==> src/rtl/fetch_pkg.sv <==
// Shared definitions for the instruction fetch unit.
//   fetch_state_e      : fetch FSM encoding (INIT / RUN / FULL)
//   fetch_entry_t      : one instruction-buffer entry, {pc, ins}
//   DEFAULT_RESET_PC   : PC loaded on reset unless overridden
//   DEFAULT_FIFO_DEPTH : instruction buffer entries unless overridden
package fetch_pkg;

  typedef enum logic [1:0] {
    ST_INIT = 2'd0,
    ST_RUN  = 2'd1,
    ST_FULL = 2'd2
  } fetch_state_e;

  typedef struct packed {
    logic [31:0] pc;
    logic [31:0] ins;
  } fetch_entry_t;

  localparam logic [31:0] DEFAULT_RESET_PC   = 32'd0;
  localparam int          DEFAULT_FIFO_DEPTH = 2;

endpackage

==> src/rtl/fetch_fifo.sv <==
// Instruction buffer between the fetch stage and decode.
// First-word-fall-through with an empty-bypass: when the buffer is empty a
// pushed entry is visible at the head in the same cycle, so a read returned
// from memory can be consumed without first landing in storage.
//   clk, rst   : clock, synchronous active-high reset
//   flush      : drop every stored entry (and any entry pushed this cycle)
//   push       : write push_entry
//   pop        : consume the head (only meaningful while out_valid)
//   out_valid  : head holds an entry (stored or bypassed)
//   head       : current head entry, zero when nothing is present
//   count      : number of stored entries
module fetch_fifo
  import fetch_pkg::*;
#(
  parameter int DEPTH = DEFAULT_FIFO_DEPTH,
  localparam int CW = $clog2(DEPTH + 1),
  localparam int PW = (DEPTH > 1) ? $clog2(DEPTH) : 1
) (
  input  logic         clk,
  input  logic         rst,
  input  logic         flush,
  input  logic         push,
  input  fetch_entry_t push_entry,
  input  logic         pop,
  output logic         out_valid,
  output fetch_entry_t head,
  output logic [CW-1:0] count
);

  fetch_entry_t  mem [DEPTH];
  logic [PW-1:0] rd_ptr, wr_ptr;
  logic          empty, bypass, wr_en, rd_en;

  function automatic logic [PW-1:0] ptr_inc(input logic [PW-1:0] p);
    return (p == PW'(DEPTH - 1)) ? '0 : p + PW'(1);
  endfunction

  assign empty     = (count == '0);
  assign bypass    = empty && push;
  assign out_valid = !empty || push;
  // A bypassed entry that is popped in the same cycle never needs storage.
  assign wr_en     = push && !(bypass && pop);
  assign rd_en     = pop && !empty;

  always_comb begin
    head = '0;
    if (!empty)    head = mem[rd_ptr];
    else if (push) head = push_entry;
  end

  always_ff @(posedge clk) begin
    if (wr_en && !flush) mem[wr_ptr] <= push_entry;
  end

  always_ff @(posedge clk) begin
    if (rst || flush) begin
      rd_ptr <= '0;
      wr_ptr <= '0;
      count  <= '0;
    end else begin
      if (wr_en) wr_ptr <= ptr_inc(wr_ptr);
      if (rd_en) rd_ptr <= ptr_inc(rd_ptr);
      count <= count + CW'(wr_en) - CW'(rd_en);
    end
  end

endmodule

==> src/rtl/fetch_unit.sv <==
// Instruction fetch unit: issues word reads to an external synchronous
// instruction memory, tags each read with its PC and buffers returned
// instructions for decode. Reads are issued only against free buffer credit
// (buffer slots not already occupied or claimed by an in-flight read), so the
// buffer can never overflow.
//   clk, rst        : clock, synchronous active-high reset
//   redirect        : execute-stage control transfer (flushes, reloads PC)
//   redirect_pc     : target word PC
//   ins_ready       : downstream accepts ins/pc this cycle
//   ins_valid       : ins/pc hold a valid instruction
//   ins, pc         : instruction word and its word PC (zero when invalid)
//   imem_req        : memory read strobe
//   imem_addr       : memory word address (low bits of fetch PC)
//   imem_rdata      : read data, valid the cycle after imem_req
module fetch_unit
  import fetch_pkg::*;
#(
  parameter logic [31:0] RESET_PC   = DEFAULT_RESET_PC,
  parameter int          IMEM_AW    = 8,
  parameter int          FIFO_DEPTH = DEFAULT_FIFO_DEPTH
) (
  input  logic               clk,
  input  logic               rst,
  input  logic               redirect,
  input  logic [31:0]        redirect_pc,
  input  logic               ins_ready,
  output logic               ins_valid,
  output logic [31:0]        ins,
  output logic [31:0]        pc,
  output logic               imem_req,
  output logic [IMEM_AW-1:0] imem_addr,
  input  logic [31:0]        imem_rdata
);

  localparam int         CW      = $clog2(FIFO_DEPTH + 1);
  localparam logic [CW:0] DEPTH_W = (CW + 1)'(FIFO_DEPTH);

  fetch_state_e  state, state_nxt;
  logic [31:0]   fetch_pc, tag;
  logic          inflight;
  logic [CW-1:0] count;
  logic [CW:0]   occ_now, occ_nxt;
  logic          credit_ok, credit_ok_nxt;
  logic          push, pop;
  fetch_entry_t  push_entry, head;

  // Slots in use = stored entries plus the read whose data is still on its way.
  assign occ_now   = {1'b0, count} + (CW + 1)'(inflight);
  assign credit_ok = occ_now < DEPTH_W;

  assign imem_req  = (state == ST_RUN) && credit_ok && !redirect && !rst;
  assign imem_addr = fetch_pc[IMEM_AW-1:0];

  // A returning read is dropped when a redirect kills it in its landing cycle.
  assign push       = inflight && !redirect && !rst;
  assign push_entry = '{pc: tag, ins: imem_rdata};
  assign pop        = ins_valid && ins_ready;

  // Occupancy as it will be after this edge. The FSM tracks credit one cycle
  // ahead so a slot freed by a pop is reused on the very next cycle, which
  // keeps the stream back-to-back when a stall is released.
  always_comb begin
    occ_nxt = '0;
    if (!redirect)
      occ_nxt = {1'b0, count} + (CW + 1)'(push) - (CW + 1)'(pop)
              + (CW + 1)'(imem_req);
  end
  assign credit_ok_nxt = occ_nxt < DEPTH_W;

  always_comb begin
    state_nxt = state;
    unique case (state)
      ST_INIT: state_nxt = ST_RUN;
      ST_RUN:  if (!credit_ok_nxt) state_nxt = ST_FULL;
      ST_FULL: if (credit_ok_nxt)  state_nxt = ST_RUN;
      default: state_nxt = ST_INIT;
    endcase
  end

  always_ff @(posedge clk) begin
    if (rst) begin
      state    <= ST_INIT;
      fetch_pc <= RESET_PC;
      tag      <= '0;
      inflight <= 1'b0;
    end else begin
      state    <= state_nxt;
      inflight <= imem_req;
      if (redirect) begin
        fetch_pc <= redirect_pc;
      end else if (imem_req) begin
        fetch_pc <= fetch_pc + 32'd1;
        tag      <= fetch_pc;
      end
    end
  end

  fetch_fifo #(
    .DEPTH (FIFO_DEPTH)
  ) u_fifo (
    .clk        (clk),
    .rst        (rst),
    .flush      (redirect),
    .push       (push),
    .push_entry (push_entry),
    .pop        (pop),
    .out_valid  (ins_valid),
    .head       (head),
    .count      (count)
  );

  assign ins = head.ins;
  assign pc  = head.pc;

endmodule

==> config.mk <==
export PLATFORM = sky130hd
export DESIGN_NAME = fetch_unit
export DESIGN_NICKNAME = d
export VERILOG_FILES = /design/src/rtl/fetch_pkg.sv /design/src/rtl/fetch_fifo.sv /design/src/rtl/fetch_unit.sv
export SDC_FILE = /design/constraint.sdc
export NUM_CORES = 1
export LEC_CHECK = 0
export ABC_AREA = 0
export ABC_CLOCK_PERIOD_IN_PS = 9250
export CORE_ASPECT_RATIO = 0.6
export CORE_MARGIN = 5
export CORE_UTILIZATION = 55
export CTS_BUF_LIST = sky130_fd_sc_hd__clkbuf_8
export CTS_CLUSTER_DIAMETER = 60
export CTS_CLUSTER_SIZE = 10
export DETAILED_ROUTE_END_ITERATION = 16
export GPL_TIMING_DRIVEN = 0
export MAX_ROUTING_LAYER = met4
export PLACE_DENSITY_LB_ADDON = 0.3
export SLEW_MARGIN = 20
export SYNTH_ARGS = -nofsm -noshare
export SYNTH_HDL_FRONTEND = slang
export SYNTH_HIERARCHICAL = 1
export SYNTH_SLANG_ARGS = --single-unit
==> constraint.sdc <==
create_clock -name clk -period 9.25 [get_ports clk]
set_input_delay 0.925 -clock clk [delete_from_list [all_inputs] [get_ports clk]]
set_output_delay 0.925 -clock clk [all_outputs]
set_load 0.01 [all_outputs]
======== Yosys cells after proc, flatten, opt, wreduce, memory -nomap -nowiden ========
Memories as Yosys holds them, arrays and structs flattened. A register that Yosys moved wholly into a read port is not among the register bits.
Index checks and enable logic that the tools add are counted.
word-level totals
  flip-flop bits (word level) ............. 71
  bits in latches ......................... 0
  bits in writable memories ............... 128
  bits in read-only memories .............. 0
  output and inout port bits .............. 74
  word-level logic and storage cells ...... 60
  memories ................................ 1
memory list
  name        words  bits a word  rd ports  clocked after Yosys merged registers in  write ports  line              RTL
  u_fifo.mem  2      64           1         1                                        1            fetch_fifo.sv:30  fetch_entry_t mem [DEPTH];
cells by class
  $add $sub $neg .......................... 9
  multiply operators ...................... 0
  divide/modulo/power cells ............... 0
  order comparisons ....................... 2
  equality and inequality tests ........... 4
  shifts and indexed selects .............. 0
  muxes and demuxes ....................... 14
  bitwise logic cells ..................... 1
  reductions and logical operators ........ 22
operators by type and width
  cell                   count
  $mux 64                2
  $mux 32                2
  $add 32x1->32 const B  1
  $logic_and 1x1->1      11
  $add 2x1->3            2
  $lt 3x2->1 const B     2
  $mux 1                 6
  $pmux 2 s3             1
  $logic_not 1->1        4
  $logic_not 2->1        2
  $mux 2                 2
  $ne 2x2->1 const B     2
  $reduce_and 2->1       2
  $add 3x1->3            1
  $mux 3                 1
  $sub 3x1->3            1
  $add 1x1->1 const B    2
  $add 2x1->2            1
  $eq 2x1->1 const B     1
  $eq 2x2->1 const B     1
  $logic_or 1x1->1       2
  $reduce_bool 2->1      1
  $sub 2x1->2            1
  $not 1->1              1

======== Longest topological paths before layout ========
Gate-level depths: netlist (run 1).
  depth after elaboration ................. 11
  depth in mapped cells ................... 16

======== By module ========
The synthesis (run 1) kept the hierarchy.
modules (own cells, without submodules)
  module      instances  cells each  area an instance (um^2)  sequential area each (um^2)
  fetch_fifo  1          374         5624.1                   3943.8
  fetch_unit  1          421         3304.4                   1341.3

======== Worst setup path before layout (run 1) ========
No wires, ideal clock.
  path kind ............................... input to register
  from .................................... input port redirect
  to ...................................... memory u_fifo/mem[0][0] (netlist bit) (enable)
  library setup time ...................... 565 ps
  data arrival time ....................... 7115 ps
  required time ........................... 8685 ps
  slack ................................... 1571 ps
  stages on the path ...................... 9
  cells stage by stage .................... clkbuf_1 > buf_1 > nor2_1 > and2_1 > buf_2 > or3_1 > and2_1 > a21bo_4 > nor3_1
between the ends
  longest elaborated chain between the ends .. 11
RTL lines
  element                          line              RTL
  start: declaration               fetch_unit.sv:24  input logic redirect,
  $logic_not 1->1                  fetch_unit.sv:55  assign push = inflight && !redirect && !rst;
  $logic_and 1x1->1 (2 in series)  fetch_unit.sv:55
  net push                         fetch_unit.sv:44  logic push, pop;
  $logic_or 1x1->1                 fetch_fifo.sv:40  assign out_valid = !empty || push;
  net ins_valid                    fetch_unit.sv:27  output logic ins_valid,
  $logic_and 1x1->1                fetch_unit.sv:57  assign pop = ins_valid && ins_ready;
  net pop                          fetch_unit.sv:44
  $logic_and 1x1->1                fetch_fifo.sv:42  assign wr_en = push && !(bypass && pop);
  $logic_not 1->1                  fetch_fifo.sv:42
  $logic_and 1x1->1                fetch_fifo.sv:42
  $logic_and 1x1->1                fetch_fifo.sv:52  if (wr_en && !flush) mem[wr_ptr] <= push_entry;
  $mux 1                           fetch_fifo.sv:52
  $mux 1 (implied by the code)     fetch_fifo.sv:52
  end: declaration                 fetch_fifo.sv:30
The timed path passes the listed nets, and every way through them passes these cells.

======== Worst setup path in the final report (run 1) ========
  from .................................... input port redirect
  to ...................................... memory u_fifo/mem[1][50] (netlist bit) (enable)
between the ends
  longest elaborated chain between the ends .. 11
RTL lines
  element                          line
  $logic_not 1->1                  fetch_unit.sv:55
  $logic_and 1x1->1 (2 in series)  fetch_unit.sv:55
  net push                         fetch_unit.sv:44
  $logic_or 1x1->1                 fetch_fifo.sv:40
  $logic_and 1x1->1                fetch_unit.sv:57
  net pop                          fetch_unit.sv:44
  $logic_and 1x1->1                fetch_fifo.sv:42
  $logic_not 1->1                  fetch_fifo.sv:42
  $logic_and 1x1->1                fetch_fifo.sv:42
  $logic_and 1x1->1                fetch_fifo.sv:52
  $mux 1                           fetch_fifo.sv:52
  $mux 1 (implied by the code)     fetch_fifo.sv:52
The timed path passes the listed nets, and every way through them passes these cells.

==> results of run 1 <==
synthesized netlist by cell type (all sizes together), types with 2 or more instances:
cell type    n  area share (%)
o21ai       77             4.6
nor4         7            0.56
or2          3            0.21
and4         3            0.29
xor2         3            0.29
and3         4            0.28
nor3        10            0.81
nand2b       2            0.14
a31oi       14            0.98
nand2       99             4.2
mux2i       65             7.3
or3          8            0.56
a41oi        3            0.29
xnor2        2            0.20
nand4       17             1.3
mux2         6            0.76
nor3b        2            0.28
a32oi        2            0.20
dfxtp       72              16
buf         40             3.1
nand3       73             4.7
o31a         3            0.29
inv         13            0.55
a22oi        7            0.59
o211ai       4            0.34
clkbuf      25             1.1
edfxtp     128              43
and2         3            0.21
a21oi       54             3.0
nor2        22            0.95
ha           5            0.70
a21o         5            0.42
nand3b       2            0.17
cells in the final DEF (no fill, tap or decap), types with 13 or more instances in the layout:
master             n
clkbuf_8          17
a21oi_1           54
clkbuf_1          20
mux2i_1           65
buf_2             13
o21ai_0           67
nand4_1           15
inv_1             14
nor2_1            21
a31oi_1           14
dfxtp_1           72
clkdlybuf4s50_1  141
edfxtp_1         128
nand2_1           99
buf_4             21
nand3_1           64
layout make-up:
class                           count  area share, %
Timing Repair Buffer              153           13.8
Multi-Input combinational cell    517           29.1
Tap cell                          209           2.35
Antenna cell                        1         0.0225
Clock inverter                     15           1.22
Clock buffer                       17           2.11
Buffer                             65           3.36
Inverter                           13          0.439
Sequential cell                   200           47.6
cells by family after synthesis:
| family | after synthesis | synth area share, % |
|---|---|---|
| simple gates | 257 | 14.9 |
| flops | 200 | 59.2 |
| compound gates | 178 | 11.7 |
| buf+inv | 78 | 4.72 |
| mux | 71 | 8.04 |
| fa+ha+maj | 6 | 0.925 |
| xor+xnor | 5 | 0.491 |
state kept, by name, indices dropped and copies added, names as in the netlist, named ones only:
| name | cells |
|---|---|
| u_fifo/rd_ptr | 1 |
| u_fifo/mem | 128 |
| state | 2 |
| u_fifo/count | 2 |
| inflight | 1 |
| fetch_pc | 32 |
| u_fifo/wr_ptr | 1 |
| tag | 32 |
critical path, delay by kind of cell:
family	cells	cell delay, ns
and+or+nand+nor	5	1.60
AOI/OAI and AO/OA	1	0.26
buffers and inverters	8	2.95
path summary, 6_finish.rpt:
kind,start,endpoint,slack [ns]
worst max-delay path,redirect,u_fifo/mem[1][50],3.67
worst min-delay path,tag[27],u_fifo/mem[1][59],0.49
worst min register to register,tag[27],u_fifo/mem[1][59],0.49
worst max register to register,inflight,u_fifo/mem[1][50],5.87
report_power, final:
part	internal [mW]	leakage, nW	total (mW)	switching (mW)
combinational	0.0548	1.70	0.110	0.0552
clock	0.198	0.193	0.524	0.326
sequential	0.957	1.64	0.974	0.0170
total	1.21	3.53	1.61	0.399
metal layers:
metal,up-vias,track usage [%],wire (um),share of wire (%)
met3,18,6.27,2080,9.0
met5,-,-,0,0
met1,3358,36.9,10900,47
met2,316,35.8,9960,43
met4,0,5.03,257,1.1
li1,3289,-,-,-
metrics by stage:
stage | power (mW) | util [%] | instances | area [um^2] | hold WS [ns]
2_1_floorplan | 1.03 | - | 795 | 8930 | 0.448
3_3_place_gp | 1.10 | 65.9 | 1145 | 10600 | 0.464
3_5_place_dp | 1.10 | 66.8 | 1157 | 10700 | 0.469
4_1_cts | 1.61 | 69.1 | 1189 | 11100 | 0.488
5_1_grt | 1.66 | 69.1 | 1190 | 11100 | 0.499
6_report | 1.61 | 69.1 | 1190 | 11100 | 0.490
==> results.toml, run 1 <==
[clock_tree]
postCtsHoldBufs = 0
numCtsBuffers = 17
clkLatencyLatePin_ns = 0.46
clockBufferDepth = 2
cts_setup_buffers = 0
cts_tree = "yes"
clkSinkCount = 200
htree_levels = 4
cts_root_buffer = "clkbuf_8"
cts_resized = 0
clkSlewWorstSetupHoldPaths_ns = 0.11

[power_and_ir_drop]
leakage_nw = 3.53
power_density_nw_per_um2 = 145
peakVddDrop_mv = 0.0936

[synth]
synth_seq_area_share_pct = 59.2
synth_area_um2 = 8930
ys.warnings.count = 6
syn-num-nets = 869
synth-edff-count = 128
syn_area_per_cell_um2 = 11.2
synth_seq_cells = 200
synth-async-reset-ratio_pct = 0
synthFlopType = "edfxtp_1"
synthCells = 795
synth.distinct_cells = 61

[setup_path]
start_kind = "primary input"
crit_fanout = 15
cp_slowest_cell = "clkdlybuf4s50_1"
max_stage_delay_ns = 0.82
end_kind = "register"
crit_required_ns = 9.42
crit_chain = "clkdlybuf4s50_1 > clkbuf_1 > buf_1 > nor2_1 > and2_1 > buf_2 > or3_1 > and2_1 > a21bo_4 > nor3b_4 > buf_8 > buf_6 > buf_6 > buf_8"
crit_arrival_ns = 5.76
rr_worst_depth = 10
path_class = "in -> reg"

[drt]
num_vias = 6981
dr.pass1.iters = 5
drcViolationCount = 0
ant_nets = 0
wirelength_um = 23200
detail_route.wl_per_cell_um = 19.5
viasPerCell = 5.87
drt-initial-drc-count = 697

[cells_and_area]
layout-drive-gt1-share_pct = 11.6
multi_input_area_um2 = 3230
fill_cells = 1230
areaGrowthSynthToFinish_pct = 24.4
ff_latch_area_um2 = 5290
nets = 1041

[die]
fp.dieW_um = 174
die_h_um = 109
io_pins = 142
row_count = 36
die-area_um2 = 19000
core_um2 = 16100
floorplan.initialDensity_pct = 55.5

[timing]
worst_slew_pin_slew_ns = 0.795
fin_crit_ns = 5.58
finalHoldViolations = 0
fin_setup_tns_ns = 0
finClkSkew_ns = 0.0186
setup_ws_ns = 3.67
slew_headroom_pct = 46.8
max_freq_ghz = 0.179
period_share_pct = 60.4
finalSetupViolCount = 0
drv_slew = 0
rsz0062_at_grt = "no"

[global_routing]
grt-ovfl-total = 0
grt_antenna_before_repair = 1
grt_first_pass_wirelength_um = 36000
grt_usage_pct = 25.1
grt_max_degree = 20
grt_pass1_vias = 6657

[hold_path]
min_path_type = "reg -> reg"
holdPathStages = 0

[placement]
place_congestion = 0.953
hpwl_um = 17200
pre_cts_slack_ns = 3.31
port_buffers = 141

[run_status]
outcome = "finished clean"

[run]
maxCapViolations = 0
No activity file was read; power rests on OpenSTA's default activity.
==> run 2, diff against run 1 <==
--- a/config.mk
+++ b/config.mk
@@ -6,7 +6,7 @@
 export NUM_CORES = 1
 export LEC_CHECK = 0
 export ABC_AREA = 0
-export ABC_CLOCK_PERIOD_IN_PS = 9250
+export ABC_CLOCK_PERIOD_IN_PS = 5600
 export CORE_ASPECT_RATIO = 0.6
 export CORE_MARGIN = 5
 export CORE_UTILIZATION = 55
==> constraint.sdc (replaced) <==
create_clock -name clk -period 5.6 [get_ports clk]
set_input_delay 0.56 -clock clk [delete_from_list [all_inputs] [get_ports clk]]
set_output_delay 0.56 -clock clk [all_outputs]
set_load 0.01 [all_outputs]
==> run 2 against run 1 <==
Count of clock-buffer cells in the layout unchanged. Critical path type unchanged. Final cell count decreased by 0.34%. Via count increased by 0.62%. Hold slack improved by 0.0054 ns. Clock skew decreased by 0.0017 ns. Utilization increased by 0.12 points. Critical endpoint is now u_fifo/mem[1][37]. Non-clock buffer count decreased by 3. Die area unchanged. Global-route usage increased by 0.19 points. Worst setup slack got worse by 3.3 ns. Sequential share of layout area decreased by 0.086 points. Largest cell class unchanged.
==> results.toml, run 2 (same netlist as run 1, synthesis figures left out) <==
[run_status]
outcome = "finished clean"

[power_and_ir_drop]
power_density_nw_per_um2 = 239
peakVddDrop_mv = 0.155
leakage_nw = 3.52

[cells_and_area]
insertedDiodeCount = 0
final_cell_count_no_fill = 1186
postLayoutCoreUtil_pct = 69.2
final_cell_mix = "clkdlybuf4s50_1, edfxtp_1, nand2_1"
layout-drive-gt1-share_pct = 11.5
fill_cells = 1217
top_register = "u_fifo/mem"
nets = 1038
layout_commonest_cell = "clkdlybuf4s50_1"
areaGrowthSynthToFinish_pct = 24.6
largest_register_ffs = 128
reg.largest.list = "u_fifo/mem (128), fetch_pc (32), tag (32)"

[global_routing]
grt_antenna_before_repair = 0
grt_max_degree = 21
grt-ovfl-total = 0
grt_pass1_vias = 6528
grt_first_pass_wirelength_um = 36200
grt_usage_pct = 25.3

[timing]
finClkSkew_ns = 0.0170
rsz0062_at_grt = "no"
fin_setup_tns_ns = 0
drv_slew = 0
worst_slew_pin_slew_ns = 0.867
finalHoldViolations = 0
period_share_pct = 94.0
max_freq_ghz = 0.190
finalSetupViolCount = 0
slew_headroom_pct = 42.0
setup_ws_ns = 0.339
fin_crit_ns = 5.26

[setup_path]
crit_arrival_ns = 5.43
start_kind = "primary input"
cp_slowest_cell = "clkdlybuf4s50_1"
crit_required_ns = 5.77
r2r_setup_slack_ns = 2.20
end_kind = "register"
path_class = "in -> reg"
crit_fanout = 14
crit_chain = "clkdlybuf4s50_1 > clkbuf_1 > buf_1 > nor2_1 > and2_1 > buf_2 > or3_1 > and2_1 > a21bo_4 > nor3b_4 > buf_8 > buf_6 > buf_16 > buf_8"
max_stage_delay_ns = 0.85

[clock_tree]
numCtsBuffers = 17
clkLatencyLatePin_ns = 0.46
cts_root_buffer = "clkbuf_8"
cts_tree = "yes"
postCtsHoldBufs = 0
htree_levels = 4
clkSlewWorstSetupHoldPaths_ns = 0.11
clkSinkCount = 200
cts_setup_buffers = 0
cts_resized = 0
clockBufferDepth = 2

[placement]
hpwl_um = 17200
dp.cells = 1154
pre_cts_slack_ns = -0.130
port_buffers = 141
place_congestion = 0.963

[die]
die-area_um2 = 19000
die_h_um = 109
fp.dieW_um = 174
io_pins = 142
floorplan.initialDensity_pct = 55.5
core_um2 = 16100
row_count = 36

[drt]
wirelength_um = 23400
drcViolationCount = 0
num_vias = 7024
drt-initial-drc-count = 745
ant_nets = 0
viasPerCell = 5.92
detail_route.wl_per_cell_um = 19.7
dr.pass1.iters = 5

[hold_path]
min_path_type = "reg -> reg"

[run]
maxCapViolations = 0
run 2: final cells by class:
| type | instances | area (um^2) | area share [%] |
|---|---|---|---|
| sequential | 200 | 5290 | 47.5 |
| timing repair buffer | 150 | 1550 | 13.9 |
| multi-input combinational | 517 | 3240 | 29.1 |
| clock inverter | 15 | 139 | 1.25 |
| tap | 209 | 262 | 2.35 |
| buffer | 65 | 373 | 3.35 |
| clock buffer | 17 | 234 | 2.10 |
| inverter | 13 | 48.8 | 0.438 |
run 2: through the flow:
step / power (mW) / instance area [um^2] / hold slack [ns]
global route: 2.75 / 11100 / 0.503
detailed placement: 1.82 / 10800 / 0.474
CTS: 2.67 / 11100 / 0.492
global placement: 1.82 / 10600 / 0.467
floorplan: 1.71 / 8930 / 0.448
finish: 2.66 / 11100 / 0.495
run 2: worst max-delay path, delay by kind of cell:
kind                   cells  cell delay (ns)
AOI/OAI and AO/OA          1             0.26
and+or+nand+nor            5             1.69
buffers and inverters      8             2.89
run 2: worst paths after layout:
check                           startpoint                end  cells past startpoint
worst max-delay path              redirect  u_fifo/mem[1][37]                     14
worst min-delay path               tag[14]            tag[14]                      2
worst max register to register    inflight  u_fifo/mem[1][37]                     10
worst min register to register     tag[14]            tag[14]                      2
run 2: power by group:
part	switching, mW	internal (mW)
Sequential	0.0277	1.58
Clock	0.541	0.328
Combinational	0.0920	0.0906
run 2: routing by layer:
metal  vias to the layer above  global-route usage [%]  routed length, um
met5                         -                       -                  0
met1                      3417                    38.5              11400
met2                       292                    35.7              10100
met3                        28                    3.60               1550
met4                         0                    7.00                348
li1                       3287                       -                  -
==> run 3, diff against run 2 <==
--- a/config.mk
+++ b/config.mk
@@ -16,7 +16,7 @@
 export DETAILED_ROUTE_END_ITERATION = 16
 export GPL_TIMING_DRIVEN = 0
 export MAX_ROUTING_LAYER = met4
-export PLACE_DENSITY_LB_ADDON = 0.3
+export PLACE_DENSITY = 0.82
 export SLEW_MARGIN = 20
 export SYNTH_ARGS = -nofsm -noshare
 export SYNTH_HDL_FRONTEND = slang
==> run 3 against run 2 <==
Routed wire length shrank 3.0%. Final cell count is essentially flat. Worst setup slack gained 0.077 ns. Clock power grew 7.9%. Non-clock buffer count shrank 1. Count of clock-buffer cells in the layout is the same. Hold slack lost 0.0030 ns. Combinational power is essentially flat. Utilization grew 0.15 points. Sequential share of layout area shrank 0.10 points. Global-route usage shrank 0.43 points. Power grew 2.6%.
==> results.toml, run 3 (same netlist as run 1, synthesis figures left out) <==
[run_status]
outcome = "finished clean"

[drt]
ant_nets = 0
drcViolationCount = 0
detail_route.wl_per_cell_um = 19.2
wirelength_um = 22700
viasPerCell = 6.01
dr.pass1.iters = 5
drt-initial-drc-count = 794
num_vias = 7125

[setup_path]
start_kind = "primary input"
crit_chain = "clkdlybuf4s50_1 > clkbuf_1 > buf_1 > nor2_1 > and2_1 > buf_2 > or3_1 > and2_1 > a21bo_4 > nor3b_4 > buf_6 > buf_6 > buf_8"
crit_required_ns = 5.78
end_kind = "register"
max_stage_delay_ns = 0.90
crit_fanout = 14
cp_slowest_cell = "clkdlybuf4s50_1"
crit_arrival_ns = 5.36
path_class = "in -> reg"

[hold_path]
min_path_type = "reg -> reg"

[timing]
finClkSkew_ns = 0.0182
slew_headroom_pct = 44.9
worst_slew_pin_slew_ns = 0.826
period_share_pct = 92.6
rsz0062_at_grt = "no"
max_freq_ghz = 0.193
finalSetupViolCount = 0
finalHoldViolations = 0
fin_crit_ns = 5.18
fin_setup_tns_ns = 0
drv_slew = 0
setup_ws_ns = 0.416

[placement]
port_buffers = 141
hpwl_um = 16500
dp.cells = 1153
pre_cts_slack_ns = 0.0508
place_congestion = 0.959

[clock_tree]
clkSinkCount = 200
cts_root_buffer = "clkbuf_8"
postCtsHoldBufs = 0
clockBufferDepth = 2
clkSlewWorstSetupHoldPaths_ns = 0.11
numCtsBuffers = 17
htree_levels = 4
cts_setup_buffers = 0
clkLatencyLatePin_ns = 0.47
cts_resized = 0
cts_tree = "yes"

[die]
row_count = 36
io_pins = 142
core_um2 = 16100
fp.dieW_um = 174
floorplan.initialDensity_pct = 55.5
die-area_um2 = 19000
die_h_um = 109

[cells_and_area]
largest_register_ffs = 128
reg.largest.list = "u_fifo/mem (128), fetch_pc (32), tag (32)"
multi_input_area_um2 = 3240
fill_cells = 1196
final_cell_count_no_fill = 1185
areaGrowthSynthToFinish_pct = 24.9
ff_latch_area_um2 = 5290
final_cell_mix = "clkdlybuf4s50_1, edfxtp_1, nand2_1"
layout_commonest_cell = "clkdlybuf4s50_1"
top_register = "u_fifo/mem"
layout-drive-gt1-share_pct = 11.5
insertedDiodeCount = 0
nets = 1037

[power_and_ir_drop]
leakage_nw = 3.53
power_density_nw_per_um2 = 245
peakVddDrop_mv = 0.126

[global_routing]
grt-ovfl-total = 0
grt_usage_pct = 24.9
grt_first_pass_wirelength_um = 36000
grt_max_degree = 23
grt_antenna_before_repair = 0
grt_pass1_vias = 6812

[run]
maxCapViolations = 0
run 3: worst paths after layout:
kind,startpoint,endpoint,slack [ns],cells after the start
max reg2reg,inflight,u_fifo/mem[1][3],2.26,9
min reg2reg,fetch_pc[25],tag[25],0.49,2
min,fetch_pc[25],tag[25],0.49,2
max,redirect,u_fifo/mem[1][3],0.42,13
run 3: stage by stage:
| stage | cell area (um^2) | util [%] | hold WS, ns | total power [mW] |
|---|---|---|---|---|
| finish | 11200 | 69.4 | 0.492 | 2.73 |
| global route | 11200 | 69.4 | 0.515 | 2.82 |
| CTS | 11200 | 69.4 | 0.492 | 2.74 |
| detailed placement | 10700 | 66.7 | 0.476 | 1.82 |
| global placement | 10600 | 66.0 | 0.465 | 1.81 |
| floorplan | 8930 | - | 0.448 | 1.71 |
run 3: metal layers:
layer	part of all wire, %	GRT usage [%]	up-vias	routed length (um)
li1	-	-	3283	-
met1	47	36.0	3447	10600
met2	43	35.7	361	9660
met3	9.3	5.86	34	2120
met4	1.4	6.49	0	320
met5	0	-	-	0
run 3: layout make-up:
cell class	instances	share of cell area, %
plain buffers	65	3.34
flip-flops and latches	200	47.4
well taps	209	2.34
clock inverters	15	1.71
repair buffers	149	13.6
clock buffers	17	2.10
multi-input cells	517	29.0
inverters	13	0.438
run 3: where the power goes:
group	switching (mW)	total (mW)	internal, mW
clock network	0.586	0.938	0.352
logic	0.0916	0.182	0.0906
registers	0.0279	1.61	1.58
run 3: worst max-delay path, delay by kind of cell:
family / cells / cell delay, ns
buf+inv: 7 / 2.80
simple gates: 5 / 1.70
compound gates: 1 / 0.26
